==> src/rtl/mux41_rr_arbiter_pkg.sv <==
// Shared definitions for the round-robin 4:1 mux arbiter: states, requester indices,
// hold-counter width and the rotating-priority search.
package mux41_rr_arbiter_pkg;

  typedef enum logic {
    ST_IDLE  = 1'b0,
    ST_GRANT = 1'b1
  } state_e;

  localparam int unsigned IDX_A = 0;
  localparam int unsigned IDX_B = 1;
  localparam int unsigned IDX_C = 2;
  localparam int unsigned IDX_D = 3;
  localparam int unsigned CNT_W = 8;

  // Returns {found, index} of the first set bit searching last+1 .. last+4 (mod 4).
  function automatic logic [2:0] rr_pick(input logic [3:0] req, input logic [1:0] last);
    logic [2:0] res;
    logic [1:0] idx;
    res = 3'b000;
    for (int k = 4; k >= 1; k--) begin
      idx = last + 2'(k);
      if (req[idx]) res = {1'b1, idx};
    end
    return res;
  endfunction

endpackage

==> src/rtl/mux41_w.sv <==
// W-bit combinational 4:1 multiplexer selected by {S1,S0}.
module mux41_w
  import mux41_rr_arbiter_pkg::*;
#(
  parameter int unsigned W = 1
) (
  input  logic [W-1:0] A,
  input  logic [W-1:0] B,
  input  logic [W-1:0] C,
  input  logic [W-1:0] D,
  input  logic         S1,
  input  logic         S0,
  output logic [W-1:0] Y
);

  always_comb begin
    Y = A;
    case ({S1, S0})
      2'(IDX_A): Y = A;
      2'(IDX_B): Y = B;
      2'(IDX_C): Y = C;
      2'(IDX_D): Y = D;
      default:   Y = A;
    endcase
  end

endmodule

==> src/rtl/mux41_rr_arbiter.sv <==
// Round-robin arbiter sharing one 4:1 data path between requesters A..D, with a
// bounded hold time per owner and registered select/grant outputs.
module mux41_rr_arbiter
  import mux41_rr_arbiter_pkg::*;
#(
  parameter int unsigned W        = 1,
  parameter int unsigned HOLD_MAX = 4
) (
  input  logic         CLK,
  input  logic         RST_N,
  input  logic [3:0]   REQ,
  input  logic [W-1:0] A,
  input  logic [W-1:0] B,
  input  logic [W-1:0] C,
  input  logic [W-1:0] D,
  output logic [3:0]   GNT,
  output logic         S1,
  output logic         S0,
  output logic         BUSY,
  output logic [W-1:0] Y
);

  state_e           r_state;
  logic [1:0]       r_last;
  logic [CNT_W-1:0] r_cnt;
  logic [3:0]       r_gnt;
  logic [1:0]       r_sel;
  logic             r_busy;

  state_e           w_state_nxt;
  logic [1:0]       w_last_nxt;
  logic [CNT_W-1:0] w_cnt_nxt;
  logic [3:0]       w_gnt_nxt;
  logic [1:0]       w_sel_nxt;
  logic             w_busy_nxt;
  logic [2:0]       w_pick;
  logic [2:0]       w_pick_oth;
  logic [W-1:0]     w_mux_y;

  always_ff @(posedge CLK or negedge RST_N) begin
    if (!RST_N) begin
      r_state <= ST_IDLE;
      r_last  <= 2'(IDX_D);
      r_cnt   <= '0;
      r_gnt   <= 4'b0000;
      r_sel   <= 2'b00;
      r_busy  <= 1'b0;
    end else begin
      r_state <= w_state_nxt;
      r_last  <= w_last_nxt;
      r_cnt   <= w_cnt_nxt;
      r_gnt   <= w_gnt_nxt;
      r_sel   <= w_sel_nxt;
      r_busy  <= w_busy_nxt;
    end
  end

  // Next grant; the "other" pick masks the current owner so a timed-out owner is skipped.
  always_comb begin
    w_state_nxt = r_state;
    w_last_nxt  = r_last;
    w_cnt_nxt   = r_cnt;
    w_gnt_nxt   = r_gnt;
    w_sel_nxt   = r_sel;
    w_busy_nxt  = r_busy;
    w_pick      = rr_pick(REQ, r_last);
    w_pick_oth  = rr_pick(REQ & ~(4'b0001 << r_last), r_last);

    case (r_state)
      ST_IDLE: begin
        w_gnt_nxt  = 4'b0000;
        w_busy_nxt = 1'b0;
        if (w_pick[2]) begin
          w_state_nxt = ST_GRANT;
          w_gnt_nxt   = 4'b0001 << w_pick[1:0];
          w_sel_nxt   = w_pick[1:0];
          w_last_nxt  = w_pick[1:0];
          w_cnt_nxt   = CNT_W'(1);
          w_busy_nxt  = 1'b1;
        end
      end
      ST_GRANT: begin
        if (REQ[r_last] && (r_cnt < CNT_W'(HOLD_MAX))) begin
          w_cnt_nxt = r_cnt + CNT_W'(1);
        end else if (w_pick_oth[2]) begin
          w_gnt_nxt  = 4'b0001 << w_pick_oth[1:0];
          w_sel_nxt  = w_pick_oth[1:0];
          w_last_nxt = w_pick_oth[1:0];
          w_cnt_nxt  = CNT_W'(1);
          w_busy_nxt = 1'b1;
        end else if (!REQ[r_last]) begin
          w_state_nxt = ST_IDLE;
          w_gnt_nxt   = 4'b0000;
          w_busy_nxt  = 1'b0;
        end
      end
      default: begin
        w_state_nxt = ST_IDLE;
        w_gnt_nxt   = 4'b0000;
        w_busy_nxt  = 1'b0;
      end
    endcase
  end

  mux41_w #(.W(W)) u_mux (
    .A  (A),
    .B  (B),
    .C  (C),
    .D  (D),
    .S1 (r_sel[1]),
    .S0 (r_sel[0]),
    .Y  (w_mux_y)
  );

  assign GNT  = r_gnt;
  assign S1   = r_sel[1];
  assign S0   = r_sel[0];
  assign BUSY = r_busy;
  assign Y    = r_busy ? w_mux_y : '0;

endmodule

==> config.mk <==
export PLATFORM = sky130hd
export DESIGN_NAME = mux41_rr_arbiter
export DESIGN_NICKNAME = d
export VERILOG_FILES = /design/src/rtl/mux41_rr_arbiter_pkg.sv /design/src/rtl/mux41_w.sv /design/src/rtl/mux41_rr_arbiter.sv
export SDC_FILE = /design/constraint.sdc
export NUM_CORES = 1
export LEC_CHECK = 0
export CORE_MARGIN = 3
export CORE_UTILIZATION = 40
export DETAILED_ROUTE_END_ITERATION = 8
export PLACE_DENSITY = 0.64
export RECOVER_POWER = 50
export SLEW_MARGIN = 20
export SYNTH_ARGS = -nofsm -noshare
export SYNTH_HDL_FRONTEND = slang
export SYNTH_HIERARCHICAL = 1
export SYNTH_SLANG_ARGS = --single-unit
==> constraint.sdc <==
create_clock -name CLK -period 2.3 [get_ports CLK]
set_input_delay 0.23 -clock CLK [delete_from_list [all_inputs] [get_ports CLK]]
set_output_delay 0.23 -clock CLK [all_outputs]
set_load 0.03 [all_outputs]
==> flow_summary.yaml <==
synth:
  synth_seq_cells: 18
  synth_top_area_cell: "dfrtp_1"
  synth_cell_types: 46
  synth_top_area_share: 0.294
  ys_seq_area_frac: 0.333
  synth_area_leaders: "dfrtp_1 (29%), mux2i_1 (5.9%), ha_1 (4.6%)"
  ys_warn_count: 6
  avgSynthCellArea_um2: 9.14
  syn_inst: 149
  synth_area_um2: 1360
  syn_nets: 164
sta:
  relSlewSlack: 0.433
  period_needed_ns: 2.21
  worst_pin_slew_ns: 0.847
  setup_viol: 0
  clock.fmax_mhz: 453
  fin_crit_sh: 0.961
  worst_clock_skew_ns: 0.0163
  slew_violations: 0
  grt_setup_unrepaired: "yes"
  fin_ws_ns: 0.0904
  hold_viol: 0
detailed_routing:
  wl_um: 3410
  vias: 1279
  drc: 0
  dr.pass1.iters: 4
  drtIter0Drc: 71
  avgRoutedWirePerCell_um: 15.3
  via_per_inst: 5.74
  antenna_left: 0
global_route:
  antenna_found_initial: 0
  track_usage: 0.175
  grt_start_max_net_pins: 19
  grt_pass1_wl_um: 5750
  grt_pass1_vias: 1166
  grt_overflow: 0
die:
  coreArea_um2: 3150
  ioPinCount: 18
  die_w_um: 64.3
  start_util: 0.432
  fp.dieH_um: 64.3
  rows: 20
  die_area_um2: 4140
clock_network:
  clk-insertion-delay-late_ns: 0.30
  cts-root-buf: "clkbuf_4"
  clk_path_buf_depth: 2
  cts-buffers-inserted: 3
  clock_sinks: 18
  htreeDepth: 1
  clkTransAtPathRegs_ns: 0.11
  cts_hold_buf: 0
  cts_tree: "yes"
placed_design:
  dpl.cell_count: 218
  post-place-ws_ns: 0.0209
  gp_congestion: 0.925
  dpl.hpwl_um: 2550
  io_buffers: 17
critical_path:
  slowest_stage: "dfstp_2"
  regToRegEndpoint: "r_last[0]$_DFFE_PN1P_"
  cp_max_fo: 8
  rr_worst_depth: 9
  critPathMaxStageDelay_ns: 0.55
  crit_arrival_ns: 2.42
  required_ns: 2.51
  rr_startpoint: "r_last[0]$_DFFE_PN1P_"
  crit_chain: "inv_1 -> buf_4 -> ha_1 -> nand2b_1 -> nand4_1 -> a21boi_2 -> nor3_2 -> buf_6 -> mux2_1"
  path_class: "flop to flop"
  end_kind: "flop"
  worstSetupStartpointType: "flop"
  r2r_slack_ns: 0.09
power_and_ir_drop:
  power.leakage_uw: 0.000764
  vdd_drop_max_mv: 0.642
  power_density_nw_per_um2: 1330
run_status:
  status: "finished, final reports clean"
layout:
  register_area_um2: 453
  fill_cells: 303
  layout.nets: 195
  diodes: 0
  multi_input_area_um2: 868
  drive_gt1_frac: 0.223
  synthToLayoutAreaGrowth_pct: 27.7
  layout.cells.non_filler: 223
  fin_util: 0.551
min_path:
  hold_class: "input port to asynchronous set/reset pin"
run:
  maxCapViolCount: 0
[cells by family (layout without fill, tap and decap cells)]
| logic type | Yosys count | count (layout) | synth area share |
|---|---|---|---|
| AND/OR/NAND/NOR | 62 | 62 | 0.256 |
| multiplexers | 12 | 12 | 0.111 |
| AO/OA/AOI/OAI | 37 | 37 | 0.199 |
| adder cells (fa/ha/maj) | 5 | 5 | 0.0460 |
| flip-flops | 18 | 18 | 0.333 |
| buffers and inverters | 15 | 45 | 0.0561 |
[report_power, final]
| group | total, uW | leakage [uW] | switching (uW) | internal, uW |
|---|---|---|---|---|
| Combinational | 1640 | 0.000525 | 864 | 773 |
| Clock | 167 | 0.0000150 | 99.7 | 67.4 |
| Sequential | 507 | 0.000223 | 78.1 | 429 |
[sequential cells by signal (all words and copies together) (netlist names)]
register / flops
GNT: 4
r_last: 2
BUSY: 1
r_sel: 2
r_cnt: 8
r_state: 1
[synth_stat cells, drive strengths merged]
library cell,n
a2111oi,1
a211o,1
a211oi,1
a21boi,2
a21o,1
a21oi,7
a22o,1
a22oi,1
a311o,1
a31oi,3
a41oi,3
and2,2
and3,2
and4,1
buf,6
clkbuf,4
dfrtp,16
dfstp,2
ha,5
inv,5
mux2,2
mux2i,8
mux4,2
nand2,15
nand2b,8
nand3,4
nand4,4
nor2,14
nor2b,1
nor3,5
nor4,2
o211a,1
o21ai,6
o221ai,4
o22a,3
o311ai,1
or2,3
or4,1
[worst max-delay path by stage]
stage	start	to	depth (start not counted)
after global routing	r_last[0]$_DFFE_PN1P_	r_last[0]$_DFFE_PN1P_	9
after floorplan	r_last[1]$_DFFE_PN1P_	r_sel[0]$_DFFE_PN0P_	10
after global placement	REQ[0]	r_sel[0]$_DFFE_PN0P_	6
final	r_last[0]$_DFFE_PN1P_	r_last[0]$_DFFE_PN1P_	9
after CTS	r_last[1]$_DFFE_PN1P_	r_last[0]$_DFFE_PN1P_	9
after detailed placement	REQ[0]	r_last[0]$_DFFE_PN1P_	6
[final cells by class]
class,instances,area share
multi-input combinational,116,0.500
inverter,5,0.0108
sequential,18,0.261
clock buffer,4,0.0151
tap,44,0.0317
timing repair buffer,36,0.182
[metrics by stage]
step                cell area, um2  total power, uW  hold WS [ns]  TNS, ns
global placement              1660             2040         0.477        0
detailed placement            1660             2040         0.478        0
global route                  1740             2510         0.517  -0.0318
finish                        1740             2310         0.467        0
floorplan                     1380             1650       -0.0656        0
CTS                           1690             2220         0.410        0
[metal layers]
| layer | track usage | up-vias | part of all wire |
|---|---|---|---|
| li1 | - | 611 | - |
| met1 | 0.245 | 622 | 0.46 |
| met2 | 0.278 | 44 | 0.47 |
| met3 | 0.0475 | 2 | 0.066 |
| met4 | 0.0158 | 0 | 0.0012 |
| met5 | 0 | - | 0 |
[timing repair]
item | in CTS | in global routing
setup endpoints to repair | 0 | 11
gates resized for setup | 0 | 7
buffers inserted | 0 | 1
[cells in the final DEF (no fill, tap or decap), drive strengths merged, types with 3 or more instances in the layout]
cell type and instances:
mux2i 8, nand3 4, buf 19, a21oi 7, or2 3, nor3 5, o22a 3, nand4 4
o21ai 6, clkdlybuf4s50 13, a41oi 3, dfrtp 16, o221ai 4, nand2b 8, clkbuf 4, dlygate4sd3 4
inv 5, ha 5, nor2 14, a31oi 3, nand2 15
[worst max-delay path, delay by kind of cell (launching register included)]
family | cells | cell delay (ns)
compound gates | 1 | 0.10
fa+ha+maj | 1 | 0.23
buf+inv | 3 | 0.39
flops | 1 | 0.55
mux | 1 | 0.33
simple gates | 3 | 0.54
Note: power is estimated with default switching activity, not from simulation.
